===== src/rtl/id_ex_stage_pkg.sv =====
`default_nettype none
// ============================================================================
// Module      : id_ex_stage_pkg
// Description : Shared MIPS definitions for the ID/EX stage: opcodes, ALUop
//               encodings, register-specifier width and the bit positions of
//               the registered control bundle.
// Revision    : 1.0 - initial release
// ============================================================================
package id_ex_stage_pkg;

    // Primary opcodes
    localparam logic [5:0] c_op_r_type = 6'h00;
    localparam logic [5:0] c_op_lw     = 6'h23;
    localparam logic [5:0] c_op_sw     = 6'h2b;
    localparam logic [5:0] c_op_beq    = 6'h04;
    localparam logic [5:0] c_op_addi   = 6'h08;
    localparam logic [5:0] c_op_andi   = 6'h0c;
    localparam logic [5:0] c_op_ori    = 6'h0d;
    localparam logic [5:0] c_op_slti   = 6'h0a;

    // ALUop encodings from main control
    localparam logic [3:0] c_aluop_add   = 4'b0000;
    localparam logic [3:0] c_aluop_sub   = 4'b0001;
    localparam logic [3:0] c_aluop_rtype = 4'b0010;
    localparam logic [3:0] c_aluop_and   = 4'b0011;
    localparam logic [3:0] c_aluop_or    = 4'b0100;
    localparam logic [3:0] c_aluop_slt   = 4'b0101;

    localparam int c_reg_w  = 5;
    localparam int c_ctrl_w = 11;

    // Control bundle layout; ALUop occupies the top four bits
    localparam int c_ctrl_reg_dst   = 0;
    localparam int c_ctrl_branch    = 1;
    localparam int c_ctrl_mem_read  = 2;
    localparam int c_ctrl_memto_reg = 3;
    localparam int c_ctrl_mem_write = 4;
    localparam int c_ctrl_alu_src   = 5;
    localparam int c_ctrl_reg_write = 6;
    localparam int c_ctrl_alu_op_lsb = 7;

    // Instruction reads rt as a source: R-type and beq (no immediate) and sw (store data)
    function automatic logic uses_rt(input logic alu_src, input logic mem_write);
        return ~alu_src | mem_write;
    endfunction

endpackage
`default_nettype wire


===== src/rtl/id_ex_hazard.sv =====
`default_nettype none
// ============================================================================
// Module      : id_ex_hazard
// Description : Combinational load-use detector. Flags when the load in EX
//               writes a register the instruction in ID is about to read.
// Revision    : 1.0 - initial release
// ============================================================================
module id_ex_hazard
    import id_ex_stage_pkg::*;
(
    input  logic               ex_valid,
    input  logic               ex_mem_read,
    input  logic [c_reg_w-1:0] ex_wr_reg,
    input  logic               id_valid,
    input  logic [c_reg_w-1:0] id_rs,
    input  logic [c_reg_w-1:0] id_rt,
    input  logic               id_alu_src,
    input  logic               id_mem_write,
    output logic               load_use
);

    logic w_rs_hit;
    logic w_rt_hit;

    // $0 is never a real dependency, so a zero destination never matches
    always_comb begin
        w_rs_hit = (ex_wr_reg == id_rs);
        w_rt_hit = uses_rt(id_alu_src, id_mem_write) & (ex_wr_reg == id_rt);
        load_use = ex_valid & ex_mem_read & (ex_wr_reg != '0) & id_valid
                   & (w_rs_hit | w_rt_hit);
    end

endmodule
`default_nettype wire


===== src/rtl/id_ex_stage.sv =====
`default_nettype none
// ============================================================================
// Module      : id_ex_stage
// Description : ID/EX pipeline register. Captures sanitised control and
//               operands, inserts a bubble on load-use or flush, drives the
//               PC/IF-ID stall and counts stall cycles (saturating).
// Revision    : 1.0 - initial release
// ============================================================================
module id_ex_stage
    import id_ex_stage_pkg::*;
#(
    parameter int DW          = 32,
    parameter int STALL_CNT_W = 16
) (
    input  logic                   clk,
    input  logic                   reset,
    input  logic                   id_valid,
    input  logic                   id_reg_dst,
    input  logic                   id_branch,
    input  logic                   id_mem_read,
    input  logic                   id_memto_reg,
    input  logic                   id_mem_write,
    input  logic                   id_alu_src,
    input  logic                   id_reg_write,
    input  logic [3:0]             id_alu_op,
    input  logic [DW-1:0]          id_rs_data,
    input  logic [DW-1:0]          id_rt_data,
    input  logic [DW-1:0]          id_imm,
    input  logic [DW-1:0]          id_pc4,
    input  logic [c_reg_w-1:0]     id_rs,
    input  logic [c_reg_w-1:0]     id_rt,
    input  logic [c_reg_w-1:0]     id_rd,
    input  logic [5:0]             id_funct,
    input  logic                   flush,
    output logic                   stall,
    output logic                   ex_valid,
    output logic                   ex_reg_dst,
    output logic                   ex_branch,
    output logic                   ex_mem_read,
    output logic                   ex_memto_reg,
    output logic                   ex_mem_write,
    output logic                   ex_alu_src,
    output logic                   ex_reg_write,
    output logic [3:0]             ex_alu_op,
    output logic [DW-1:0]          ex_rs_data,
    output logic [DW-1:0]          ex_rt_data,
    output logic [DW-1:0]          ex_imm,
    output logic [DW-1:0]          ex_pc4,
    output logic [c_reg_w-1:0]     ex_rs,
    output logic [c_reg_w-1:0]     ex_rt,
    output logic [c_reg_w-1:0]     ex_wr_reg,
    output logic [5:0]             ex_funct,
    output logic [STALL_CNT_W-1:0] stall_count
);

    logic [c_ctrl_w-1:0]    w_id_ctrl;
    logic [c_reg_w-1:0]     w_id_wr_reg;
    logic                   w_load_use;
    logic                   w_bubble;
    logic                   w_stall;

    logic                   r_ex_valid;
    logic [c_ctrl_w-1:0]    r_ex_ctrl;
    logic [DW-1:0]          r_ex_rs_data;
    logic [DW-1:0]          r_ex_rt_data;
    logic [DW-1:0]          r_ex_imm;
    logic [DW-1:0]          r_ex_pc4;
    logic [c_reg_w-1:0]     r_ex_rs;
    logic [c_reg_w-1:0]     r_ex_rt;
    logic [c_reg_w-1:0]     r_ex_wr_reg;
    logic [5:0]             r_ex_funct;
    logic [STALL_CNT_W-1:0] r_stall_count;

    id_ex_hazard u_hazard (
        .ex_valid     (r_ex_valid),
        .ex_mem_read  (r_ex_ctrl[c_ctrl_mem_read]),
        .ex_wr_reg    (r_ex_wr_reg),
        .id_valid     (id_valid),
        .id_rs        (id_rs),
        .id_rt        (id_rt),
        .id_alu_src   (id_alu_src),
        .id_mem_write (id_mem_write),
        .load_use     (w_load_use)
    );

    // Sanitise control: main control leaves RegDst stale on sw/beq, so a
    // non-writing instruction never carries a destination into EX
    always_comb begin
        w_id_ctrl   = {id_alu_op, id_reg_write, id_alu_src, id_mem_write,
                       id_memto_reg, id_mem_read, id_branch,
                       id_reg_dst & id_reg_write};
        w_id_wr_reg = id_reg_write ? (id_reg_dst ? id_rd : id_rt) : '0;
        w_bubble    = flush | ~id_valid | w_load_use;
        w_stall     = w_load_use & ~flush & ~reset;
    end

    // Pipeline register: bubble (all zero) or capture of the ID instruction
    always_ff @(posedge clk or posedge reset) begin
        if (reset) begin
            r_ex_valid   <= 1'b0;
            r_ex_ctrl    <= '0;
            r_ex_rs_data <= '0;
            r_ex_rt_data <= '0;
            r_ex_imm     <= '0;
            r_ex_pc4     <= '0;
            r_ex_rs      <= '0;
            r_ex_rt      <= '0;
            r_ex_wr_reg  <= '0;
            r_ex_funct   <= '0;
        end else if (w_bubble) begin
            r_ex_valid   <= 1'b0;
            r_ex_ctrl    <= '0;
            r_ex_rs_data <= '0;
            r_ex_rt_data <= '0;
            r_ex_imm     <= '0;
            r_ex_pc4     <= '0;
            r_ex_rs      <= '0;
            r_ex_rt      <= '0;
            r_ex_wr_reg  <= '0;
            r_ex_funct   <= '0;
        end else begin
            r_ex_valid   <= 1'b1;
            r_ex_ctrl    <= w_id_ctrl;
            r_ex_rs_data <= id_rs_data;
            r_ex_rt_data <= id_rt_data;
            r_ex_imm     <= id_imm;
            r_ex_pc4     <= id_pc4;
            r_ex_rs      <= id_rs;
            r_ex_rt      <= id_rt;
            r_ex_wr_reg  <= w_id_wr_reg;
            r_ex_funct   <= id_funct;
        end
    end

    // Stall-cycle counter, holds at all-ones instead of wrapping
    always_ff @(posedge clk or posedge reset) begin
        if (reset) begin
            r_stall_count <= '0;
        end else if (w_stall && (r_stall_count != {STALL_CNT_W{1'b1}})) begin
            r_stall_count <= r_stall_count + 1'b1;
        end
    end

    assign stall        = w_stall;
    assign ex_valid     = r_ex_valid;
    assign ex_reg_dst   = r_ex_ctrl[c_ctrl_reg_dst];
    assign ex_branch    = r_ex_ctrl[c_ctrl_branch];
    assign ex_mem_read  = r_ex_ctrl[c_ctrl_mem_read];
    assign ex_memto_reg = r_ex_ctrl[c_ctrl_memto_reg];
    assign ex_mem_write = r_ex_ctrl[c_ctrl_mem_write];
    assign ex_alu_src   = r_ex_ctrl[c_ctrl_alu_src];
    assign ex_reg_write = r_ex_ctrl[c_ctrl_reg_write];
    assign ex_alu_op    = r_ex_ctrl[c_ctrl_alu_op_lsb +: 4];
    assign ex_rs_data   = r_ex_rs_data;
    assign ex_rt_data   = r_ex_rt_data;
    assign ex_imm       = r_ex_imm;
    assign ex_pc4       = r_ex_pc4;
    assign ex_rs        = r_ex_rs;
    assign ex_rt        = r_ex_rt;
    assign ex_wr_reg    = r_ex_wr_reg;
    assign ex_funct     = r_ex_funct;
    assign stall_count  = r_stall_count;

endmodule
`default_nettype wire

===== config.mk =====
export PLATFORM = sky130hd
export DESIGN_NAME = id_ex_stage
export DESIGN_NICKNAME = d
export VERILOG_FILES = /design/src/rtl/id_ex_stage_pkg.sv /design/src/rtl/id_ex_hazard.sv /design/src/rtl/id_ex_stage.sv
export SDC_FILE = /design/constraint.sdc
export NUM_CORES = 1
export LEC_CHECK = 0
export BUFFER_PORTS_ARGS = -buffer_cell sky130_fd_sc_hd__buf_2
export CORE_AREA = 3 3 133 135
export DETAILED_ROUTE_END_ITERATION = 8
export DIE_AREA = 0 0 136 138
export PLACE_DENSITY = 0.67
export REMOVE_ABC_BUFFERS = 1
export SLEW_MARGIN = 10
export SYNTH_ARGS = -nofsm -noshare
export SYNTH_HDL_FRONTEND = slang
export SYNTH_SLANG_ARGS = --single-unit
export TNS_END_PERCENT = 5

===== constraint.sdc =====
create_clock -name clk -period 8.99 [get_ports clk]
set_clock_uncertainty 0.15 [all_clocks]
set_input_delay 0 -clock clk [delete_from_list [all_inputs] [get_ports clk]]
set_output_delay 0 -clock clk [all_outputs]
set_load 0.005 [all_outputs]

After elaboration in Yosys (flattened, before gate mapping)
Cells that the tools add are included.
Word-level totals
  register bits: 177
  bits of input ports: 164
  word-level logic and storage cells: 45
Operators by class
  add/sub/neg operators: 1
  eq/ne operators: 3
  muxes and demuxes: 12
  bitwise gates (word level): 16
  reductions and logical operators: 2
Operators with widths (number)
  two-way mux 32 bit: 4
  two-way mux 5 bit: 5
  adder 16 x 1 -> 16 bit (second input constant): 1
  != test 16 bit (second input constant): 1
  two-way mux 11 bit: 1
  == test 5 bit: 2
  bitwise AND 1 bit: 8
  two-way mux 6 bit: 1
  nonzero test 5 bit: 1
  NOT 1 bit: 4
  bitwise OR 1 bit: 4
  logical AND 1 bit: 1
  two-way mux 1 bit: 1

Longest topological paths before layout
  word-level depth: 8
  depth in mapped cells: 7

By module
From an unflattened synthesis, not the netlist that was laid out.
Second synthesis, totals
  cells, all modules: 444
  area total of the unflattened synthesis: 6092.1 um^2
By module, submodules not included
  id_ex_stage: instances 1, cells an instance 426, area an instance 5955.7 um^2, seq. area each 4429.2 um^2
  id_ex_hazard: instances 1, cells an instance 18, area an instance 136.4 um^2, seq. area each 0.0 um^2

Least setup slack after synthesis
OpenSTA, ideal clock, no wires.
  path kind: flip-flop to flip-flop
  start: register r_ex_wr_reg[1], in the netlist ex_wr_reg[1]
  end: register r_ex_rs_data[0], in the netlist ex_rs_data[0]
  library setup time: 66 ps
  arrival: 1790 ps
  path slack: 6984 ps
  stages on the path, launching flop included: 8
  period minus slack after synthesis: 2006 ps
  cells stage by stage: dfrtp_1 -> or4_4 -> o21ai_4 -> inv_2 -> a21oi_2 -> buf_2 -> clkbuf_2 -> and2_1
Between the ends
  word-level cells in the longest chain between the ends: 6
Ends and longest elaborated chain
  from (decl): line id_ex_stage.sv:70  | logic [c_reg_w-1:0] r_ex_wr_reg;
  from (signal assigned): line id_ex_stage.sv:130  | r_ex_wr_reg <= w_id_wr_reg;
  == test 5 bit / nonzero test 5 bit (equally long branches): line id_ex_hazard.sv:28, id_ex_hazard.sv:29
  bitwise AND 1 bit (on tied branches): line id_ex_hazard.sv:28, id_ex_hazard.sv:29
  bitwise OR 1 bit / bitwise AND 1 bit (equally long branches): line id_ex_hazard.sv:30, id_ex_hazard.sv:29
  bitwise AND 1 bit (*): line id_ex_hazard.sv:30  | & (w_rs_hit | w_rt_hit);
  bitwise OR 1 bit (*): line id_ex_stage.sv:93  | w_bubble = flush | ~id_valid | w_load_use;
  two-way mux 32 bit (*): line id_ex_stage.sv:110  | end else if (w_bubble) begin
  to (signal assigned): line id_ex_stage.sv:124  | r_ex_rs_data <= id_rs_data;
  to (decl): line id_ex_stage.sv:64  | logic [DW-1:0] r_ex_rs_data;
Every way passes the cells marked *; elsewhere a longest branch is shown, timed or not.
A chain may end at the register's enable or synchronous reset.

Worst setup path after layout
  start: register r_ex_wr_reg[1], in the netlist ex_wr_reg[1]
  end: register r_ex_ctrl[0]
Between the ends
  word-level cells in the longest chain between the ends: 6
Ends and longest elaborated chain
  == test 5 bit / nonzero test 5 bit (equally long branches): line id_ex_hazard.sv:28, id_ex_hazard.sv:29
  bitwise AND 1 bit (on tied branches): line id_ex_hazard.sv:28, id_ex_hazard.sv:29
  bitwise OR 1 bit / bitwise AND 1 bit (equally long branches): line id_ex_hazard.sv:30, id_ex_hazard.sv:29
  bitwise AND 1 bit (*): line id_ex_hazard.sv:30
  bitwise OR 1 bit (*): line id_ex_stage.sv:93
  two-way mux 11 bit (*): line id_ex_stage.sv:110
  to (signal assigned): line id_ex_stage.sv:123  | r_ex_ctrl <= w_id_ctrl;
  to (decl): line id_ex_stage.sv:63  | logic [c_ctrl_w-1:0] r_ex_ctrl;
Marks and branches as above.

==> impl_metrics.prom <==
# TYPE chip_impl_metric gauge
chip_impl_info{name="cts_root_buf",value="sky130_fd_sc_hd__clkbuf_16"} 1
chip_impl_metric{name="max_cap_viols",unit=""} 0
chip_impl_metric{name="syn_area",unit="um2"} 6160
chip_impl_metric{name="critPathArrivalTime",unit="ps"} 3110
chip_impl_metric{name="placement.io_buffers",unit=""} 341
chip_impl_metric{name="postSynth.asyncResetShare",unit=""} 1.00
chip_impl_metric{name="p_int",unit="uW"} 1290
chip_impl_info{name="cts_tree",value="yes"} 1
chip_impl_metric{name="detailedRoute.firstIterationViolations",unit=""} 208
chip_impl_metric{name="yosys.area.top_type_share",unit=""} 0.719
chip_impl_metric{name="antenna_fix_cells",unit=""} 0
chip_impl_metric{name="power.leakage",unit="uW"} 0.00560
chip_impl_metric{name="worst_vdd_drop",unit="mV"} 0.120
chip_impl_metric{name="seq_area_frac_synth",unit=""} 0.719
chip_impl_metric{name="dp_cells",unit=""} 990
chip_impl_metric{name="worst-slew-pin-transition",unit="ps"} 1240
chip_impl_metric{name="final_hold_viol_count",unit=""} 0
chip_impl_metric{name="cts.repair.resized",unit=""} 0
chip_impl_info{name="critPathTopFamily",value="buffers and inverters"} 1
chip_impl_metric{name="netlist_instances",unit=""} 446
chip_impl_metric{name="cp_num_buf_inv",unit=""} 3
chip_impl_metric{name="post_route_cells_drive_above_1_share",unit=""} 0.394
chip_impl_metric{name="postSynthRegisterBits",unit=""} 177
chip_impl_metric{name="gr-usage-met2",unit=""} 0.352
chip_impl_info{name="synth_top_cells_by_area",value="sky130_fd_sc_hd__dfrtp_1, sky130_fd_sc_hd__and2_1, sky130_fd_sc_hd__xnor2_1"} 1
chip_impl_metric{name="layout.cells.non_filler",unit=""} 1186
chip_impl_metric{name="met1_demand_to_capacity_share_in_global_routing",unit=""} 0.214
chip_impl_metric{name="final_min_period_over_clock_period",unit=""} 0.323
chip_impl_metric{name="sequential_cell_area",unit="um2"} 4430
chip_impl_info{name="min_path_type",value="input pin to flip-flop"} 1
chip_impl_metric{name="logic_pwr_share",unit=""} 0.110
chip_impl_info{name="yosys_most_used_dff",value="sky130_fd_sc_hd__dfrtp_1"} 1
chip_impl_metric{name="max_stage_delay",unit="ps"} 560
chip_impl_metric{name="placement_rows",unit=""} 47
chip_impl_info{name="critPathSlowestCell",value="sky130_fd_sc_hd__or4_4"} 1
chip_impl_metric{name="cts-buffers-inserted",unit=""} 17
chip_impl_metric{name="die_height",unit="um"} 138
chip_impl_metric{name="cts_post_setup_buffers_inserted",unit=""} 0
chip_impl_metric{name="final_max_slew_viol_count",unit=""} 0
chip_impl_metric{name="ios",unit=""} 342
chip_impl_metric{name="initial_util",unit=""} 0.371
chip_impl_metric{name="worstPathMaxFanout",unit=""} 65
chip_impl_metric{name="design_area",unit="um2"} 10200
chip_impl_info{name="synth_largest_area_cell",value="sky130_fd_sc_hd__dfrtp_1"} 1
chip_impl_metric{name="nFillCells",unit=""} 1278
chip_impl_metric{name="clock_power_share",unit=""} 0.394
chip_impl_metric{name="antenna_left",unit=""} 0
chip_impl_metric{name="cts.reportedPaths.clkPinSlew",unit="ps"} 60
chip_impl_metric{name="layout_area_overhead",unit="%"} 66.5
chip_impl_metric{name="placement.cell_area",unit="um2"} 8070
chip_impl_metric{name="finalWeightedCongestion",unit=""} 0.804
chip_impl_info{name="post_synth_most_frequent_cells",value="sky130_fd_sc_hd__dfrtp_1, sky130_fd_sc_hd__and2_1, sky130_fd_sc_hd__xnor2_1"} 1
chip_impl_metric{name="worstPathRequired",unit="ps"} 9190
chip_impl_metric{name="gr-usage-met3",unit=""} 0.0603
chip_impl_metric{name="yosysWarningCount",unit=""} 0
chip_impl_metric{name="period_needed",unit="ps"} 2910
chip_impl_metric{name="number_of_antenna_violations_at_the_first_check_in_global_routing",unit=""} 0
chip_impl_info{name="grt_setup_unrepaired",value="false"} 1
chip_impl_metric{name="clock_sink_count",unit=""} 177
chip_impl_metric{name="synthDistinctLibCells",unit=""} 30
chip_impl_metric{name="grt_start_max_net_pins",unit=""} 100
chip_impl_metric{name="clk_latency",unit="ps"} 420
chip_impl_metric{name="layout.nets",unit=""} 1120
chip_impl_metric{name="width_of_the_die",unit="um"} 136
chip_impl_info{name="critical_path.cell_chain",value="or4_4, o21ai_4, inv_2, a21oi_4, buf_4, and3_1, dlygate4sd3_1"} 1
chip_impl_metric{name="placeableCoreArea",unit="um2"} 16600
chip_impl_metric{name="grt-ovfl-total",unit=""} 0
chip_impl_info{name="worst_setup_path_start_kind",value="flip-flop"} 1
chip_impl_metric{name="cts_buffer_depth",unit=""} 2
chip_impl_info{name="critPathKind",value="flip-flop to flip-flop"} 1
chip_impl_info{name="gr-max-usage-layer",value="met2"} 1
chip_impl_metric{name="pwr-share-seq",unit=""} 0.496
chip_impl_metric{name="dp_hpwl",unit="mm"} 12.0
chip_impl_metric{name="fp.dieArea",unit="um2"} 18800
chip_impl_info{name="yosys.cell_count.top_type",value="sky130_fd_sc_hd__dfrtp_1"} 1
chip_impl_metric{name="num_vias",unit=""} 5085
chip_impl_metric{name="multi_input_comb_area",unit="um2"} 1620
chip_impl_metric{name="number_of_endpoints_failing_setup_at_the_final_stage",unit=""} 0
chip_impl_metric{name="drt_pre_antenna_iters",unit=""} 4
chip_impl_metric{name="fin_total_pwr",unit="uW"} 1670
chip_impl_metric{name="grt.total_usage",unit=""} 0.197
chip_impl_metric{name="powerDensity",unit="nW/um2"} 163
chip_impl_metric{name="grt_pass1_wl",unit="mm"} 28.9
chip_impl_metric{name="synth-edff-count",unit=""} 0
chip_impl_metric{name="p_switching",unit="uW"} 389
chip_impl_info{name="worst_setup_path_end_kind",value="flip-flop"} 1
chip_impl_metric{name="swShare",unit=""} 0.233
chip_impl_info{name="run_status",value="completed"} 1
chip_impl_metric{name="sum_of_negative_setup_slack",unit="ps"} 0
chip_impl_metric{name="routedWlPerCell",unit="um"} 15.7
chip_impl_metric{name="max_slew_margin",unit=""} 0.176
chip_impl_metric{name="viasPerCell",unit=""} 4.29
chip_impl_metric{name="synth_area_per_cell",unit="um2"} 13.8
chip_impl_metric{name="grt_pass1_vias",unit=""} 5481
chip_impl_metric{name="cts_htree_levels",unit=""} 4
chip_impl_metric{name="remaining_drc_errors",unit=""} 0
chip_impl_metric{name="totalWireLength",unit="mm"} 18.7
chip_impl_metric{name="achievable-frequency",unit="MHz"} 344
final cells by class:
| type | count | share of cell area |
|---|---|---|
| Sequential cell | 177 | 0.432 |
| Timing Repair Buffer | 510 | 0.331 |
| Multi-Input combinational cell | 244 | 0.158 |
| Clock buffer | 19 | 0.0422 |
| Tap cell | 220 | 0.0269 |
| Clock inverter | 11 | 0.00806 |
| Inverter | 5 | 0.00232 |
power groups by stage:
stage	Sequential [uW]	Combinational (uW)	Clock, uW
after floorplan	851	41.8	0
after global placement	844	125	0
after detailed placement	846	126	0
after CTS	831	184	682
after global routing	833	202	709
final	831	184	659
cell usage in the layout, fill, tap and decap left out, types with 3 or more instances in the layout:
cell type                         n
sky130_fd_sc_hd__dfrtp_1        177
sky130_fd_sc_hd__mux2i_1          5
sky130_fd_sc_hd__clkinv_4         3
sky130_fd_sc_hd__inv_1            3
sky130_fd_sc_hd__xnor2_1         22
sky130_fd_sc_hd__buf_2          341
sky130_fd_sc_hd__nand3_1          9
sky130_fd_sc_hd__clkbuf_16       17
sky130_fd_sc_hd__dlygate4sd3_1  166
sky130_fd_sc_hd__nor2_1           7
sky130_fd_sc_hd__mux2_2           3
sky130_fd_sc_hd__inv_6            4
sky130_fd_sc_hd__and2_1         156
sky130_fd_sc_hd__nand2_1          6
sky130_fd_sc_hd__buf_4            3
sky130_fd_sc_hd__clkinv_2         3
sky130_fd_sc_hd__and3_1           7
sky130_fd_sc_hd__nand4_1         10
per-layer routing:
layer  vias to the layer above  routed length [um]
met1                      2396                6850
met4                         0                 611
met3                        44                1530
met5                         -                   0
li1                       2421                   -
met2                       224                9670
path summary, 6_finish.rpt:
| check | startpoint | end | slack [ps] | cells past startpoint |
|---|---|---|---|---|
| setup / recovery | ex_wr_reg[1] | r_ex_ctrl[0] | 6080 | 7 |
| hold / removal | id_valid | r_ex_ctrl[6] | 20 | 4 |
| setup reg to reg | ex_wr_reg[1] | r_ex_ctrl[0] | 6080 | 7 |
| hold reg to reg | stall_count[9] | stall_count[9] | 340 | 1 |
| max in group asynchronous | reset | r_ex_ctrl[6] | 6980 | 4 |
| min in group asynchronous | reset | ex_rs[0] | 170 | 3 |
per-stage QoR:
stage               setup WS [ps]  utilization  hold slack (ps)
finish                       6080        0.618             23.0
global route                 5940        0.618             50.1
CTS                          6060        0.618             1.55
detailed placement           6410        0.487             58.4
global placement             6490        0.487             55.3
floorplan                    4040            -            -21.4
worst register-to-register path, stage by stage (launching register included):
cell                            delay, ps
sky130_fd_sc_hd__dfrtp_1              430
sky130_fd_sc_hd__or4_4                560
sky130_fd_sc_hd__o21ai_4              210
sky130_fd_sc_hd__inv_2                 90
sky130_fd_sc_hd__a21oi_4              160
sky130_fd_sc_hd__buf_4                440
sky130_fd_sc_hd__and3_1               260
sky130_fd_sc_hd__dlygate4sd3_1        540
what timing repair did:
item                                    4_1_cts  5_1_grt
hold endpoints to repair                    258        0
endpoints found under the setup margin        0        0
hold buffers                                166        0
cells by family after synthesis:
| kind of cell | share of synthesized area |
|---|---|
| compound gates | 0.0128 |
| xor+xnor | 0.0313 |
| mux | 0.0136 |
| buf+inv | 0.0195 |
| flops | 0.719 |
| simple gates | 0.201 |
| fa+ha+maj | 0.00203 |
Note: power is estimated with default switching activity, not from simulation.
